File: config.mk
export PLATFORM = sky130hd
export DESIGN_NAME = ccff_chain_loader
export DESIGN_NICKNAME = d
export VERILOG_FILES = /design/src/rtl/ccff_chain_loader.sv
export SDC_FILE = /design/constraint.sdc
export NUM_CORES = 1
export LEC_CHECK = 0
export BUFFER_PORTS_ARGS = -buffer_cell sky130_fd_sc_hd__buf_4
export CAP_MARGIN = 5
export CORE_UTILIZATION = 45
export DETAILED_ROUTE_END_ITERATION = 6
export GPL_TIMING_DRIVEN = 0
export PLACE_DENSITY = 0.71
export SLEW_MARGIN = 10
export SYNTH_ARGS = -nofsm -noshare
export SYNTH_HDL_FRONTEND = slang
export SYNTH_SLANG_ARGS = --single-unit
File: constraint.sdc
create_clock -name prog_clk -period 5.25 [get_ports prog_clk]
set_input_delay 0.2625 -clock prog_clk [delete_from_list [all_inputs] [get_ports prog_clk]]
set_output_delay 0.2625 -clock prog_clk [all_outputs]
set_load 0.005 [all_outputs]
File: src/rtl/ccff_chain_loader.sv
// Source end of the ccff_head/ccff_tail configuration chain: serializes bitstream words MSB first
// onto ccff_head for exactly CHAIN_LEN shifts. Define CCFF_READBACK_EN to deserialize ccff_tail into rb_data.
module ccff_chain_loader #(
  parameter int CHAIN_LEN = 11,
  parameter int WORD_W    = 8
) (
  input  logic              prog_clk,
  input  logic              prog_reset_n,
  input  logic              start,
  input  logic [WORD_W-1:0] s_data,
  input  logic              s_valid,
  output logic              s_ready,
  output logic              ccff_head,
  output logic              ccff_clk_en,
  input  logic              ccff_tail,
  output logic              busy,
  output logic              done,
  output logic [WORD_W-1:0] rb_data,
  output logic              rb_valid
);

  localparam int BL_W = $clog2(CHAIN_LEN + 1);
  localparam int WB_W = $clog2(WORD_W + 1);

  typedef enum logic [1:0] {
    ST_IDLE,
    ST_LOAD,
    ST_DONE
  } state_t;

  state_t            state_q, state_d;
  logic [BL_W-1:0]   bits_left_q, bits_left_d;
  logic [WB_W-1:0]   word_bits_q, word_bits_d;
  logic [WORD_W-1:0] shreg_q, shreg_d;
  logic              head_hold_q, head_hold_d;
  logic              shift;
  logic              accept;
  logic              last_shift;

  // bits_left counts bits not yet shifted into the chain, including those still in shreg.
  // A new word is wanted only when shreg is about to drain and the chain still needs more.
  always_comb begin
    // NOTE: every combinational output gets a default first so no path can infer a latch.
    state_d     = state_q;
    bits_left_d = bits_left_q;
    word_bits_d = word_bits_q;
    shreg_d     = shreg_q;
    head_hold_d = head_hold_q;

    shift      = (state_q == ST_LOAD) && (word_bits_q != '0);
    s_ready    = (state_q == ST_LOAD) && (word_bits_q <= WB_W'(1)) &&
                 (32'(bits_left_q) > 32'(word_bits_q));
    accept     = s_valid && s_ready;
    last_shift = shift && (bits_left_q == BL_W'(1));

    unique case (state_q)
      ST_IDLE: begin
        if (start) begin
          state_d     = ST_LOAD;
          bits_left_d = BL_W'(CHAIN_LEN);
          word_bits_d = '0;
        end
      end
      ST_LOAD: begin
        if (shift) begin
          bits_left_d = bits_left_q - BL_W'(1);
          head_hold_d = shreg_q[WORD_W-1];
          shreg_d     = shreg_q << 1;
          word_bits_d = word_bits_q - WB_W'(1);
        end
        // The final word is trimmed here, so its unused LSBs are never shifted.
        if (accept) begin
          shreg_d     = s_data;
          word_bits_d = (32'(bits_left_d) < WORD_W) ? WB_W'(bits_left_d) : WB_W'(WORD_W);
        end
        if (last_shift) state_d = ST_DONE;
      end
      ST_DONE: state_d = ST_IDLE;
      default: state_d = ST_IDLE;
    endcase
  end

  always_ff @(posedge prog_clk or negedge prog_reset_n) begin
    // NOTE: the datapath registers are reset along with the FSM so every output reads 0 out of reset.
    if (!prog_reset_n) begin
      state_q     <= ST_IDLE;
      bits_left_q <= '0;
      word_bits_q <= '0;
      shreg_q     <= '0;
      head_hold_q <= 1'b0;
    end else begin
      // NOTE: non-blocking assignments so every register samples pre-edge values.
      state_q     <= state_d;
      bits_left_q <= bits_left_d;
      word_bits_q <= word_bits_d;
      shreg_q     <= shreg_d;
      head_hold_q <= head_hold_d;
    end
  end

  // During a stall the register is empty, so the head holds the last shifted bit.
  assign ccff_head   = (word_bits_q != '0) ? shreg_q[WORD_W-1] : head_hold_q;
  assign ccff_clk_en = shift;
  assign busy        = (state_q != ST_IDLE);
  assign done        = (state_q == ST_DONE);

`ifdef CCFF_READBACK_EN
  logic [WORD_W-1:0] des_q;
  logic [WB_W-1:0]   rb_cnt_q;
  logic [WORD_W-1:0] des_nxt;
  logic [WB_W-1:0]   rb_cnt_nxt;

  always_comb begin
    des_nxt    = {des_q[WORD_W-2:0], ccff_tail};
    rb_cnt_nxt = rb_cnt_q + WB_W'(1);
  end

  // The tail is sampled on the same edges that shift the chain; a trailing partial word is
  // left-justified and emitted together with done.
  always_ff @(posedge prog_clk or negedge prog_reset_n) begin
    if (!prog_reset_n) begin
      des_q    <= '0;
      rb_cnt_q <= '0;
      rb_data  <= '0;
      rb_valid <= 1'b0;
    end else begin
      rb_valid <= 1'b0;
      if (shift) begin
        des_q <= des_nxt;
        if (rb_cnt_nxt == WB_W'(WORD_W)) begin
          rb_data  <= des_nxt;
          rb_valid <= 1'b1;
          rb_cnt_q <= '0;
        end else if (last_shift) begin
          rb_data  <= des_nxt << (WORD_W - int'(rb_cnt_nxt));
          rb_valid <= 1'b1;
          rb_cnt_q <= '0;
        end else begin
          rb_cnt_q <= rb_cnt_nxt;
        end
      end
    end
  end
`else
  logic unused_tail;
  assign unused_tail = ccff_tail;
  assign rb_data     = '0;
  assign rb_valid    = 1'b0;
`endif

endmodule

---- After elaboration in Yosys (flattened, before gate mapping) ----
Index checks and enable logic that the tools add are counted.
word-level totals
  output and inout bits ................... 14
  logic and storage cells ................. 46
  flip-flop bits (word level) ............. 19
  input port bits ......................... 13
cells by class
  order comparisons ....................... 3
  multiplexer cells ....................... 15
  equality and inequality tests ........... 6
  reductions and logical operators ........ 15
  $add $sub $neg .......................... 2
operator list
  cell                                                                              count
  4-bit two-way mux                                                                 7
  8-bit two-way mux                                                                 2
  4-bit case mux with 2 select lines                                                2
  2-bit AND reduction                                                               4
  4-bit by 1-bit subtractor with 4-bit output, second input constant                2
  2-bit nonzero test                                                                3
  1-bit logical AND                                                                 5
  4-bit by 1-bit == test with 1-bit output, second input constant                   1
  4-bit > comparator                                                                1
  4-bit by 1-bit less-or-equal comparator with 1-bit output, second input constant  1
  4-bit < comparator, second input constant                                         1
  2-bit two-way mux                                                                 2
  2-bit != test, second input constant                                              2
  2-bit case mux with 2 select lines                                                1
  4-bit nonzero test                                                                1
  3-bit != test, second input constant                                              1
  3-bit AND reduction                                                               1
  2-bit by 1-bit == test with 1-bit output, second input constant                   1
  2-bit == test, second input constant                                              1
  2-bit logical NOT                                                                 1
  1-bit two-way mux                                                                 1

---- Depth between registers and ports, before layout ----
Gate-level depths: netlist of run 1.
  word-level depth ........................ 8
  gate-level depth with buffers ........... 7
  mapped depth without buffers ............ 6

---- Least setup slack after synthesis of run 1 ----
OpenSTA, ideal clock, no wires.
  kind .................................... register to register
  start point ............................. register word_bits_q[0]
  end point ............................... register shreg_q[1]
  data arrival time ....................... 1.797 ns
  data required time ...................... 5.125 ns
  period minus slack after synthesis ...... 1.922 ns
  library setup time ...................... 0.125 ns
  setup slack ............................. 3.328 ns
  path buffers ............................ 1
  cell stages (with the launch flop) ...... 8
  cells stage by stage .................... dfrtp_1 inv_1 ha_1 nor3b_2 buf_4 nor2_4 mux2_1 mux2_4
between the ends
  elaborated cells on any way between the ends .. 10
  those cells by class .................... order compare: 2; mux: 1; reduce/logical: 7
RTL lines
  element                               RTL line  source
  start, declared                       33        logic [WB_W-1:0] word_bits_q, word_bits_d;
  start signal, assigned                95        word_bits_q <= word_bits_d;
  4-bit nonzero test                    50        shift = (state_q == ST_LOAD) && (word_bits_q != '0);
  1-bit logical AND                     50
  named net ccff_clk_en                 14        output logic ccff_clk_en,
  2-bit nonzero test (no source line)   n/a
  2-bit AND reduction (no source line)  n/a
  end signal, assigned                  96        shreg_q <= shreg_d;
  end, declared                         34        logic [WORD_W-1:0] shreg_q, shreg_d;
The timed path passes the listed nets, and every way through them passes these cells.
A chain may end at the register's enable or synchronous reset.

---- Final worst setup path of run 1 ----
  start point ............................. register word_bits_q[0]
  end point ............................... output ccff_clk_en
between the ends
  cells in the longest elaborated chain, start to end .. 2
ends and longest elaborated chain
  element             RTL line
  4-bit nonzero test  50
  1-bit logical AND   50
  end, declared       14
Every way passes these cells.

==> key figures, run 1 <==
Timing
  • FMAX: 461 MHz
  • Slew Viols, Final: 0
  • Clock Skews: between 0.003 and 0.004 ns
  • Setup TNS: 0 ns
  • Final setup viols: 0
  • Final worst slack: 3.08 ns
  • Unrepaired setup endpoints after global routing: no
  • Relative slew slack: a little under half
  • Fin crit period: between 2 and 2.5 ns
  • Tcrit/Tclk final: 41.3%
  • Slew @ Worst Pin: 0.803 ns
  • Final hold violations: 0

Global routing
  • Initial antenna violation count: 0
  • Global-route wire length before repair: about 4.5 mm
  • Largest net degree at the start of global routing: 20
  • Tot GR Track Use: roughly 18%
  • Vias in the first global route: 988
  • Congestion Overflow GR: 0

Clock network
  • CTS HTree Levels: 1
  • Post-cts hold buffer count: 1
  • CTS Buf Count: 3
  • CTS tree: done
  • Setup Fix Bufs, Post-CTS: 0
  • Worst-path clk slew: around 0.10 ns
  • Root buffer cell: clkbuf_4
  • CTS resizes: 0
  • Clk buf depth: 2
  • Worst-Skew Late Latency: 0.29 ns
  • CTS sink cnt: 19

Cells and area
  • Antenna cell count: 0
  • Post-Layout Cell Count: 191
  • Share of cells above drive strength 1: 31.9%
  • Reg area: 475 sq um
  • Most frequent cells in the layout: 26 x buf_4, 19 x dfrtp_1
  • Most common cell after layout, fill and taps aside: buf_4
  • Area delta synth->final: 16.1%
  • Fill count: 256
  • Area of the multi-input gates: slightly above 800 sq um
  • Nets@finish: 183

Job
  • Total of max-cap violations: 0

Logic synthesis
  • Yosys top cell area share: 33.9%
  • Register area share after synthesis: 33.9%
  • Cell variety after synth: 46
  • Synth area leader: dfrtp_1
  • Synth Flop Type: dfrtp_1
  • YS warnings: 0
  • Top post-synthesis cells by area: dfrtp_1 34%, ha_1 8.0%, mux2_1 7.2%
  • Mapped Area: between 1000 and 1500 sq um
  • Post-synth EDFFs: 0
  • Number of cells produced by synthesis: ~130
  • Flops & latches, synth: 19
  • Mean area per synthesized cell: 10.7 sq um
  • Post-synth ARST share: 100%

Place
  • Post-DP HPWL: 2.06 mm
  • Post-Place Cells: 186
  • Port bufs: 16
  • Dpl ws: approximately 3.1 ns
  • Final GP Congestion: 0.876

Detailed routing
  • Drt total wl: 2.66 mm
  • Vias/cell: 5.37
  • DRC viols: 2
  • DRT Pass-1 Iters: 6
  • DRT antenna net count: 0
  • Via count: about 1.0k
  • DR WL/cell: 13.9 um
  • Iteration-0 DRC count of the detailed router: 49

Setup path
  • Worst path cell trace: inv_1, ha_1, nor3b_2, buf_4, nor2_4, buf_4
  • CP Capture Type: output pin
  • Crit-path slowest cell: dfrtp_1
  • WS Path Type: flop to output pin
  • Top cell by count, worst path: buf_4
  • Crit start category: flop
  • CP Max Fanout: 10
  • Crit path DAT: 1.91 ns
  • Slowest stage delay, CP: 0.47 ns
  • WP data required: 4.99 ns

Floorplan
  • FP Rows: 19
  • Initial Utilization: 49.2%
  • Die height: 57.8 um
  • Io pins: 27
  • Die area: 3340 sq um
  • Core area: between 2000 and 3000 sq um
  • Die Wd: 57.8 um

Run status
  • Status: finished, violations left
  • Failing checks: design-rule violations

Pwr
  • Leak Pwr: 0.857 nW
  • Pwr Density: 557 nW/um^2
  • Worst VDD drop: approximately 230 uV

Worst hold path
  • Hold Crit Class: input pin to flop
## final timing paths
| path | slack, ns | startpoint | depth (start not counted) | endpoint |
|---|---|---|---|---|
| setup / recovery | 3.08 | word_bits_q[0] | 6 | ccff_clk_en |
| setup reg to reg | 3.09 | word_bits_q[0] | 7 | shreg_q[2] |
| hold reg to reg | 0.52 | head_hold_q | 1 | head_hold_q |
| min in group asynchronous | 0.37 | prog_reset_n | 2 | word_bits_q[2] |
| max in group asynchronous | 4.69 | prog_reset_n | 2 | shreg_q[4] |
| hold / removal | 0.19 | s_data[7] | 2 | shreg_q[7] |
## registers in the layout, summed over array words and instances (netlist names)
signal	count
bits_left_q	4
head_hold_q	1
shreg_q	8
state_q	2
word_bits_q	4
## synth_stat cells, drive strengths merged, types with 2 or more instances
cell and count:
a21oi 2, a22oi 6, a31oi 3, and3 2
buf 13, dfrtp 19, ha 9, inv 9
mux2 18, mux2i 5, nand2 8, nand4 2
nor2 3, nor2b 2, nor3 2, nor3b 2
o2111ai 2, o211ai 2, o21ai 2, or3b 2
## per-layer routing
layer	global-route usage, %	wire (um)	share of wire, %	up-vias
li1	-	-	-	516
met1	23.2	1220	46	491
met2	29.1	1340	50	14
met3	4.69	83	3.1	5
met4	4.42	19	0.71	0
met5	0	0	0	-
## layout make-up
cell class | count | area share [%]
Multi-Input combinational cell | 97 | 50.2
Sequential cell | 19 | 29.2
Timing Repair Buffer | 17 | 7.99
Buffer | 14 | 6.53
Tap cell | 31 | 2.38
Inverter | 9 | 2.08
Clock buffer | 4 | 1.61
## stage by stage
step | instance area (sq um) | power (mW) | hold WS (ns) | utilization, %
6_report | 1630 | 0.907 | 0.194 | 57.1
3_5_place_dp | 1590 | 0.837 | 0.152 | 55.8
2_1_floorplan | 1430 | 0.704 | -0.0331 | -
3_3_place_gp | 1590 | 0.817 | 0.152 | 55.8
4_1_cts | 1630 | 0.912 | 0.185 | 57.1
5_1_grt | 1630 | 0.990 | 0.163 | 57.1
## cell families after synthesis
group	synth area share, %
AOI/OAI and AO/OA	12.4
DFF	33.9
other	0.267
muxes	19.4
adders and majority gates	8.03
xor gates and xnor gates	0.625
buffers and inverters	9.99
and+or+nand+nor	15.4
## worst max-delay path, delay by kind of cell (launching register included)
family / cells / cell delay, ns
buffers and inverters: 3 / 0.49
DFF: 1 / 0.47
and+or+nand+nor: 2 / 0.42
adders and majority gates: 1 / 0.24
## power by group
group          total (mW)  switching [mW]  internal [mW]
Clock              0.0720          0.0425         0.0296
Sequential          0.267          0.0601          0.206
Combinational       0.568           0.272          0.296
No activity file was read; power rests on OpenSTA's default activity.
==> run 2: changes to the inputs <==
Settings changed: ABC_AREA from default to 1.
Clock period 5.25 ns to 2.19 ns, I/O delays scaled along.
==> run 2 against run 1 <==
Effect of this change: the run still ends with design-rule violations left; clock skew hardly changed; setup slack worse by 2.7 ns; non-clock buffer count is 2 lower; count of clock-buffer cells in the layout stayed put; sequential share of layout area is 0.46 points higher; global-route usage is 0.50 points higher; critical path type is now flop to flop.
==> key figures, run 2 <==
Setup path
  • CP endpoint: word_bits_q[1]
  • Crit start category: flop
  • Worst r2r path cells: 9 (+2)
  • Top delay family on crit path: simple AND/OR/NAND/NOR gates
  • Crit-path slowest cell: dfrtp_1
  • CP Capture Type: flop
  • Crit path depth: 9 (+3)
  • WP data required: 2.44 ns (-2.55 ns)
  • R2R Path Start: word_bits_q[0]
  • Worst Setup SP: word_bits_q[0]
  • CP Max Fanout: 9 (-1)
  • Worst R2R Setup Slack: 0.41 ns (-2.68 ns)
  • Number of buffers and inverters on the critical path: 1 (-2)
  • Slowest stage delay, CP: 0.47 ns (about the same)
  • Worst path cell trace: inv_1, ha_1, nand2_2, nand2_2, o21ai_0, nand3_1, nand2_1, nand3_1, nand2_1
  • WS Path Type: flop to flop
  • Crit path DAT: 2.03 ns (+0.12 ns)
  • FF-to-FF End: word_bits_q[1]

Pwr
  • Power Internal: 1.21 mW (+130%)
  • Net Sw Frac: 50.0% (+8.7 points)
  • Pwr Density: 1510 nW/um^2 (+170%)
  • Seq pwr share: 26.4% (-3.0 points)
  • Sw Pwr: 1.21 mW (+220%)
  • Worst VDD drop: 695 uV (+200%)
  • Leak Pwr: 0.898 nW (+4.8%)
  • Comb power frac: 66.1% (+3.4 points)
  • Clock power share: 7.5% (-0.4 points)

Logic synthesis
  • Synth Flop Type: dfrtp_1
  • YS warnings: 0 (unchanged)
  • Mean area per synthesized cell: 7.41 sq um (-31%)
  • Synth area leader: dfrtp_1
  • Mapped Area: 1380 sq um (-1.8%)
  • Number of cells produced by synthesis: 186 (+42%)
  • Most frequent cells after synthesis: 51 x nand2_1, 30 x inv_1, 19 x dfrtp_1
  • Yosys top cell area share: 34.5% (+0.62 points)
  • Flops & latches, synth: 19 (unchanged)
  • Most common cell in the synthesized netlist: nand2_1
  • Cell variety after synth: 25 (-46%)
  • Register area share after synthesis: 34.5% (+0.62 points)
  • Top post-synthesis cells by area: dfrtp_1 35%, nand2_1 14%, ha_1 8.2%
  • Post-synth EDFFs: 0 (unchanged)
  • Post-synth ARST share: 100% (unchanged)

Timing
  • Slew Viols, Final: 0 (unchanged)
  • Fin crit period: around 1.8 ns
  • Final hold violations: 0 (unchanged)
  • Clock Skews: 0.00313 ns (-0.0000862 ns)
  • Final setup viols: 0 (unchanged)
  • FMAX: 561 MHz
  • Setup TNS: 0 ns (unchanged)
  • Tcrit/Tclk final: 81.4%
  • Unrepaired setup endpoints after global routing: no

Global routing
  • Tot GR Track Use: 18.2% (+0.50 points)
  • Initial antenna violation count: 0 (unchanged)
  • Met2 Track Usage GR: 30.4% (+1.4 points)
  • Met1 Resource Use GR: 23.1% (-0.087 points)
  • Vias in the first global route: 1,099 (+11%)
  • Largest net degree at the start of global routing: 20 (unchanged)
  • Global route hottest layer: met2
  • Congestion Overflow GR: 0 (unchanged)
  • Met3 usage: 1.36% (-3.3 points)
  • Global-route wire length before repair: 4.53 mm (+0.47%)

Clock network
  • CTS HTree Levels: 1 (unchanged)
  • CTS sink cnt: 19 (unchanged)
  • CTS Buf Count: 3 (unchanged)
  • Root buffer cell: clkbuf_4
  • Setup Fix Bufs, Post-CTS: 0 (unchanged)
  • Worst-Skew Late Latency: 0.30 ns (about the same)
  • CTS tree: done
  • Worst-path clk slew: 0.11 ns (about the same)
  • Clk buf depth: 2 (unchanged)

Run status
  • Failing checks: design-rule violations
  • Status: finished, violations left

Cells and area
  • Most common cell after layout, fill and taps aside: nand2_1
  • Share of cells above drive strength 1: 22.8% (-9.1 points)
  • Most frequent cells in the layout: 51 x nand2_1, 30 x inv_1, 25 x buf_4, 19 x dfrtp_1, 12 x o21ai_1
  • Largest reg by FF count: shreg_q
  • Area delta synth->final: 16.3%
  • Antenna cell count: 0 (unchanged)
  • Largest register FFs: 8 (unchanged)
  • Largest regs: shreg_q: 8 flops, bits_left_q: 4 flops, word_bits_q: 4 flops
  • Design Area, Final: 1600 sq um (-1.5%)
  • Nets@finish: 238 (+30%)

Detailed routing
  • DR WL/cell: 10.4 um (-26%)
  • DRC viols: 2 (unchanged)
  • Drt total wl: 2.55 mm (-4.2%)
  • Via count: 1,158 (+13%)
  • Vias/cell: 4.71 (-12%)
  • DRT Pass-1 Iters: 6 (unchanged)
  • Iteration-0 DRC count of the detailed router: 35 (-29%)
  • DRT antenna net count: 0 (unchanged)

Floorplan
  • Initial Utilization: 48.7% (-0.47 points)
  • Die Wd: 57.3 um (-0.86%)
  • Die height: 57.3 um (-0.86%)
  • Io pins: 27 (unchanged)
  • Die area: 3290 sq um (-1.7%)
  • FP Rows: 19 (unchanged)
  • Core area: 2830 sq um (-0.83%)

Job
  • Total of max-cap violations: 0 (unchanged)

Place
  • Final GP Congestion: 0.872 (-0.45%)
  • Post-DP HPWL: 2.05 mm (-0.18%)
  • Port bufs: 16 (unchanged)
  • Post-Place Cell Area: 1570 sq um (-1.6%)

Worst hold path
  • Hold Crit Class: input pin to flop
-- run 2: cell count changes in the layout (fill, tap and decap cells not counted), moves of 5 or more --
cell,before,now
mux2i_1,5,0
mux2_4,5,0
a22oi_1,5,0
o21ai_1,1,12
nand2_1,8,51
nor2_1,2,9
mux2_1,9,0
nand3_1,1,10
inv_1,9,30
o21ai_0,1,6
-- run 2: cell families (layout without fill, tap and decap cells) --
family | after synthesis | in the layout | synth area share (%)
simple gates | 80 | 80 | 26.9
buf+inv | 47 | 68 | 17.3
compound gates | 28 | 28 | 11.6
flops | 19 | 19 | 34.5
fa+ha+maj | 9 | 9 | 8.17
xor+xnor | 2 | 2 | 1.27
other cells | 1 | 9 | 0.272
-- run 2: worst register-to-register path, cell delays in order, from the launching register on --
cell	delay [ns]
dfrtp_1	0.47
inv_1	0.12
ha_1	0.22
nand2_2	0.13
nand2_2	0.16
o21ai_0	0.31
nand3_1	0.11
nand2_1	0.08
nand3_1	0.07
nand2_1	0.06
-- run 2: power by group through the flow --
stage               sequential [mW]  clock, mW  combinational [mW]
finish                        0.638      0.182                1.60
global route                  0.659      0.197                1.86
CTS                           0.633      0.189                1.62
detailed placement            0.640          0                1.61
global placement              0.635          0                1.56
floorplan                     0.607          0                1.26
-- run 2: per-layer routing --
metal | up-vias | routed length (um)
met5 | - | 0
met4 | 0 | 55
met3 | 5 | 87
met2 | 25 | 1230
met1 | 511 | 1180
li1 | 617 | -
-- run 2: cell type report --
cell class / instances / area [sq um]
Buffer: 12 / 101
Clock buffer: 4 / 26.3
Fill cell: 270 / 1230
Inverter: 35 / 136
Multi-Input combinational cell: 128 / 694
Sequential cell: 19 / 475
Tap cell: 31 / 38.8
Timing Repair Buffer: 17 / 130
-- run 2: stage by stage --
stage                     setup WS [ns]  cells  hold WS (ns)  total power [mW]  util, %
final                             0.408    246       0.00960              2.42     56.7
after global routing              0.233    246        0.0529              2.71     56.7
after CTS                         0.402    246       0.00160              2.44     56.7
after detailed placement          0.443    241      -0.00103              2.25     55.4
after global placement            0.462    241      -0.00634              2.19     55.4
after floorplan                   0.644    194        -0.186              1.87        -
-- run 2: how the worst min path moves through the flow --
stage | cells after the start | startpoint | to
floorplan | 0 | prog_reset_n | bits_left_q[0]
global placement | 1 | prog_reset_n | shreg_q[6]
finish | 3 | s_data[0] | shreg_q[0]
CTS | 3 | s_data[0] | shreg_q[0]
detailed placement | 1 | prog_reset_n | shreg_q[6]
global route | 3 | s_data[0] | shreg_q[0]
-- run 2: timing repair --
| item | CTS | global route |
|---|---|---|
| endpoints found under the hold margin | 19 | 0 |
| hold buffers | 1 | 0 |
| setup endpoints to repair | 0 | 0 |
| gates resized for setup | 0 | 0 |
==> run 3: changes to the inputs <==
Settings changed: PLACE_DENSITY 0.71 to 0.74.
Clock period 2.19 ns to 1.6 ns, I/O delays scaled along.
==> run 3 against run 2 <==
Effect of this change: die area is the same; setup slack lost 0.51 ns; global-route usage grew 2.8 points; register-to-register slack lost 0.51 ns; the flow finishes with violations (design-rule violations, negative setup slack); highest routed layer unchanged; clock skew shrank 0.0010 ns; non-clock buffer count grew 22; critical path depth grew 2; combinational power grew 120%; sequential share of layout area shrank 6.1 points.
==> key figures, run 3 (synthesis results as in run 2) <==
Setup path
  • Number of buffers and inverters on the critical path: 3 (+2)
  • Worst Setup SP: word_bits_q[0]
  • Worst R2R Setup Slack: -0.10 ns (-0.51 ns)
  • CP Capture Type: flop
  • Worst r2r path cells: 11 (+2)
  • R2R Path Start: word_bits_q[0]
  • Worst path cell trace: inv_2, ha_4, inv_2, nand2_2, nand3_2, nor2_4, nand3_4, buf_6, a21oi_2, nand3_2, nand2_1
  • WP data required: 1.85 ns (-0.59 ns)
  • CP Max Fanout: 10 (+1)
  • Crit start category: flop
  • FF-to-FF End: word_bits_q[2]
  • Top delay family on crit path: simple AND/OR/NAND/NOR gates
  • Crit path DAT: 1.95 ns (-0.08 ns)
  • WS Path Type: flop to flop
  • Slowest stage delay, CP: 0.45 ns (-0.02 ns)
  • Crit-path slowest cell: dfrtp_1

Run status
  • Status: finished, violations left
  • Failing checks: design-rule violations, negative setup slack

Place
  • Port bufs: 16 (unchanged)
  • Post-DP HPWL: 1.95 mm (-5.1%)
  • Final GP Congestion: 0.906 (+3.9%)
  • Post-Place Cells: 241 (unchanged)

Cells and area
  • Fill count: 212 (-21%)
  • Nets@finish: 260 (+9.2%)
  • Post-Layout Cell Count: 268 (+8.9%)
  • Most frequent cells in the layout: 41 x buf_4, 34 x nand2_1, 24 x inv_1, 19 x dfrtp_1, 15 x nand2_2
  • Largest register FFs: 8 (unchanged)
  • Area delta synth->final: 46.8%
  • Largest reg by FF count: shreg_q
  • Largest regs: shreg_q: 8 flops, bits_left_q: 4 flops, word_bits_q: 4 flops
  • Most common cell after layout, fill and taps aside: buf_4
  • Final Core Density: 71.5% (+15 points)
  • Antenna cell count: 0 (unchanged)
  • Share of cells above drive strength 1: 45.6% (+23 points)

Detailed routing
  • Drt total wl: 3.27 mm (+28%)
  • Via count: 1,320 (+14%)
  • DRC viols: 6 (+4)
  • DRT Pass-1 Iters: 6 (unchanged)
  • Iteration-0 DRC count of the detailed router: 37 (+5.7%)
  • DR WL/cell: 12.2 um (+17%)
  • DRT antenna net count: 0 (unchanged)
  • Vias/cell: 4.93 (+4.6%)

Global routing
  • Largest net degree at the start of global routing: 20 (unchanged)
  • Global-route wire length before repair: 5.20 mm (+15%)
  • Initial antenna violation count: 0 (unchanged)
  • Congestion Overflow GR: 0 (unchanged)
  • Tot GR Track Use: 20.9% (+2.8 points)
  • Vias in the first global route: 1,186 (+7.9%)

Timing
  • Final setup viols: 12 (+12)
  • Final hold violations: 0 (unchanged)
  • Slew Viols, Final: 0 (unchanged)
  • Fin crit period: 1.70 ns (-0.0817 ns)
  • Unrepaired setup endpoints after global routing: yes
  • FMAX: 588 MHz (+4.8%)
  • Final worst slack: -0.101 ns (-0.508 ns)
  • Tcrit/Tclk final: 106% (+25 points)
  • Clock Skews: 0.00211 ns (-0.00102 ns)

Clock network
  • Worst-path clk slew: 0.11 ns (about the same)
  • CTS sink cnt: 19 (unchanged)
  • CTS tree: done
  • Worst-Skew Late Latency: 0.30 ns (about the same)
  • CTS HTree Levels: 1 (unchanged)
  • Clk buf depth: 2 (unchanged)
  • CTS Buf Count: 3 (unchanged)
  • Root buffer cell: clkbuf_4

Worst hold path
  • Hold path endpoint: shreg_q[4]
  • Hold Crit Class: input pin to flop
  • Min-delay src: s_data[4]
  • Hold path depth: 3 (unchanged)

Job
  • Total of max-cap violations: 0 (unchanged)

Floorplan
  • Core area: 2830 sq um (unchanged)
  • Die height: 57.3 um (unchanged)
  • FP Rows: 19 (unchanged)
  • Io pins: 27 (unchanged)
  • Initial Utilization: 48.7% (unchanged)
  • Die area: 3290 sq um (unchanged)
  • Die Wd: 57.3 um (unchanged)

Pwr
  • Worst VDD drop: 1290 uV (+85%)
  • Pwr Density: 2290 nW/um^2 (+52%)
  • Leak Pwr: 1.06 nW (+18%)
## run 3: cell types whose count changed in the layout (fill, tap and decap cells not counted), moves of 4 or more
cell     before  now
buf_4        25   41
ha_1          9    4
ha_4          0    5
inv_1        30   24
nand2_1      51   34
nand2_2       3   15
nor2_1        9    5
## run 3: metal layers
metal / GRT usage, % / part of all wire (%) / vias up
li1: - / - / 665
met1: 27.5 / 42 / 603
met2: 34.3 / 50 / 42
met3: 2.95 / 5.4 / 10
met4: 9.76 / 2.4 / 0
met5: 0 / 0 / -
## run 3: worst max path at each step
stage,to,depth (start not counted)
2_1_floorplan,word_bits_q[0],12
3_3_place_gp,word_bits_q[3],13
3_5_place_dp,word_bits_q[3],12
4_1_cts,word_bits_q[3],13
5_1_grt,word_bits_q[2],11
6_report,word_bits_q[2],11
## run 3: layout make-up
type | instances | area (sq um) | share of cell area [%]
Multi-Input combinational cell | 128 | 886 | 43.8
Clock inverter | 1 | 5.00 | 0.248
Clock buffer | 3 | 22.5 | 1.11
Sequential cell | 19 | 475 | 23.5
Inverter | 35 | 156 | 7.74
Buffer | 12 | 105 | 5.20
Timing Repair Buffer | 39 | 333 | 16.5
Tap cell | 31 | 38.8 | 1.92
## run 3: what timing repair did
item / in CTS / in global routing
resized for setup: 45 / 20
setup buffers: 15 / 5
gates cloned: 2 / 0
hold buffers: 2 / 0
endpoints found under the hold margin: 20 / 0
endpoints found under the setup margin: 15 / 16
pin swaps: 9 / 9
## run 3: stage by stage
step / power [mW] / cell area [sq um] / hold slack (ns) / worst slack [ns] / setup TNS, ns
3_5_place_dp: 3.06 / 1570 / -0.0299 / -0.153 / -1.40
3_3_place_gp: 3.02 / 1570 / -0.0290 / -0.109 / -1.06
6_report: 4.64 / 2020 / 0.0455 / -0.101 / -0.948
5_1_grt: 5.05 / 2020 / 0.0410 / -0.226 / -2.45
4_1_cts: 4.17 / 1920 / 0.0371 / -0.0739 / -0.712
2_1_floorplan: 2.56 / 1410 / -0.216 / 0.0537 / 0
## run 3: worst reg2reg max path: cells and delay by family, from the launching register on
kind	cells	cell delay (ns)
AND/OR/NAND/NOR	6	0.59
flip-flops	1	0.45
buffers and inverters	3	0.34
adder cells (fa/ha/maj)	1	0.14
AO/OA/AOI/OAI	1	0.14
## run 3: power by group
part           internal, mW  switching [mW]
Combinational          1.60            1.93
Clock                0.0932           0.155
Sequential            0.698           0.165
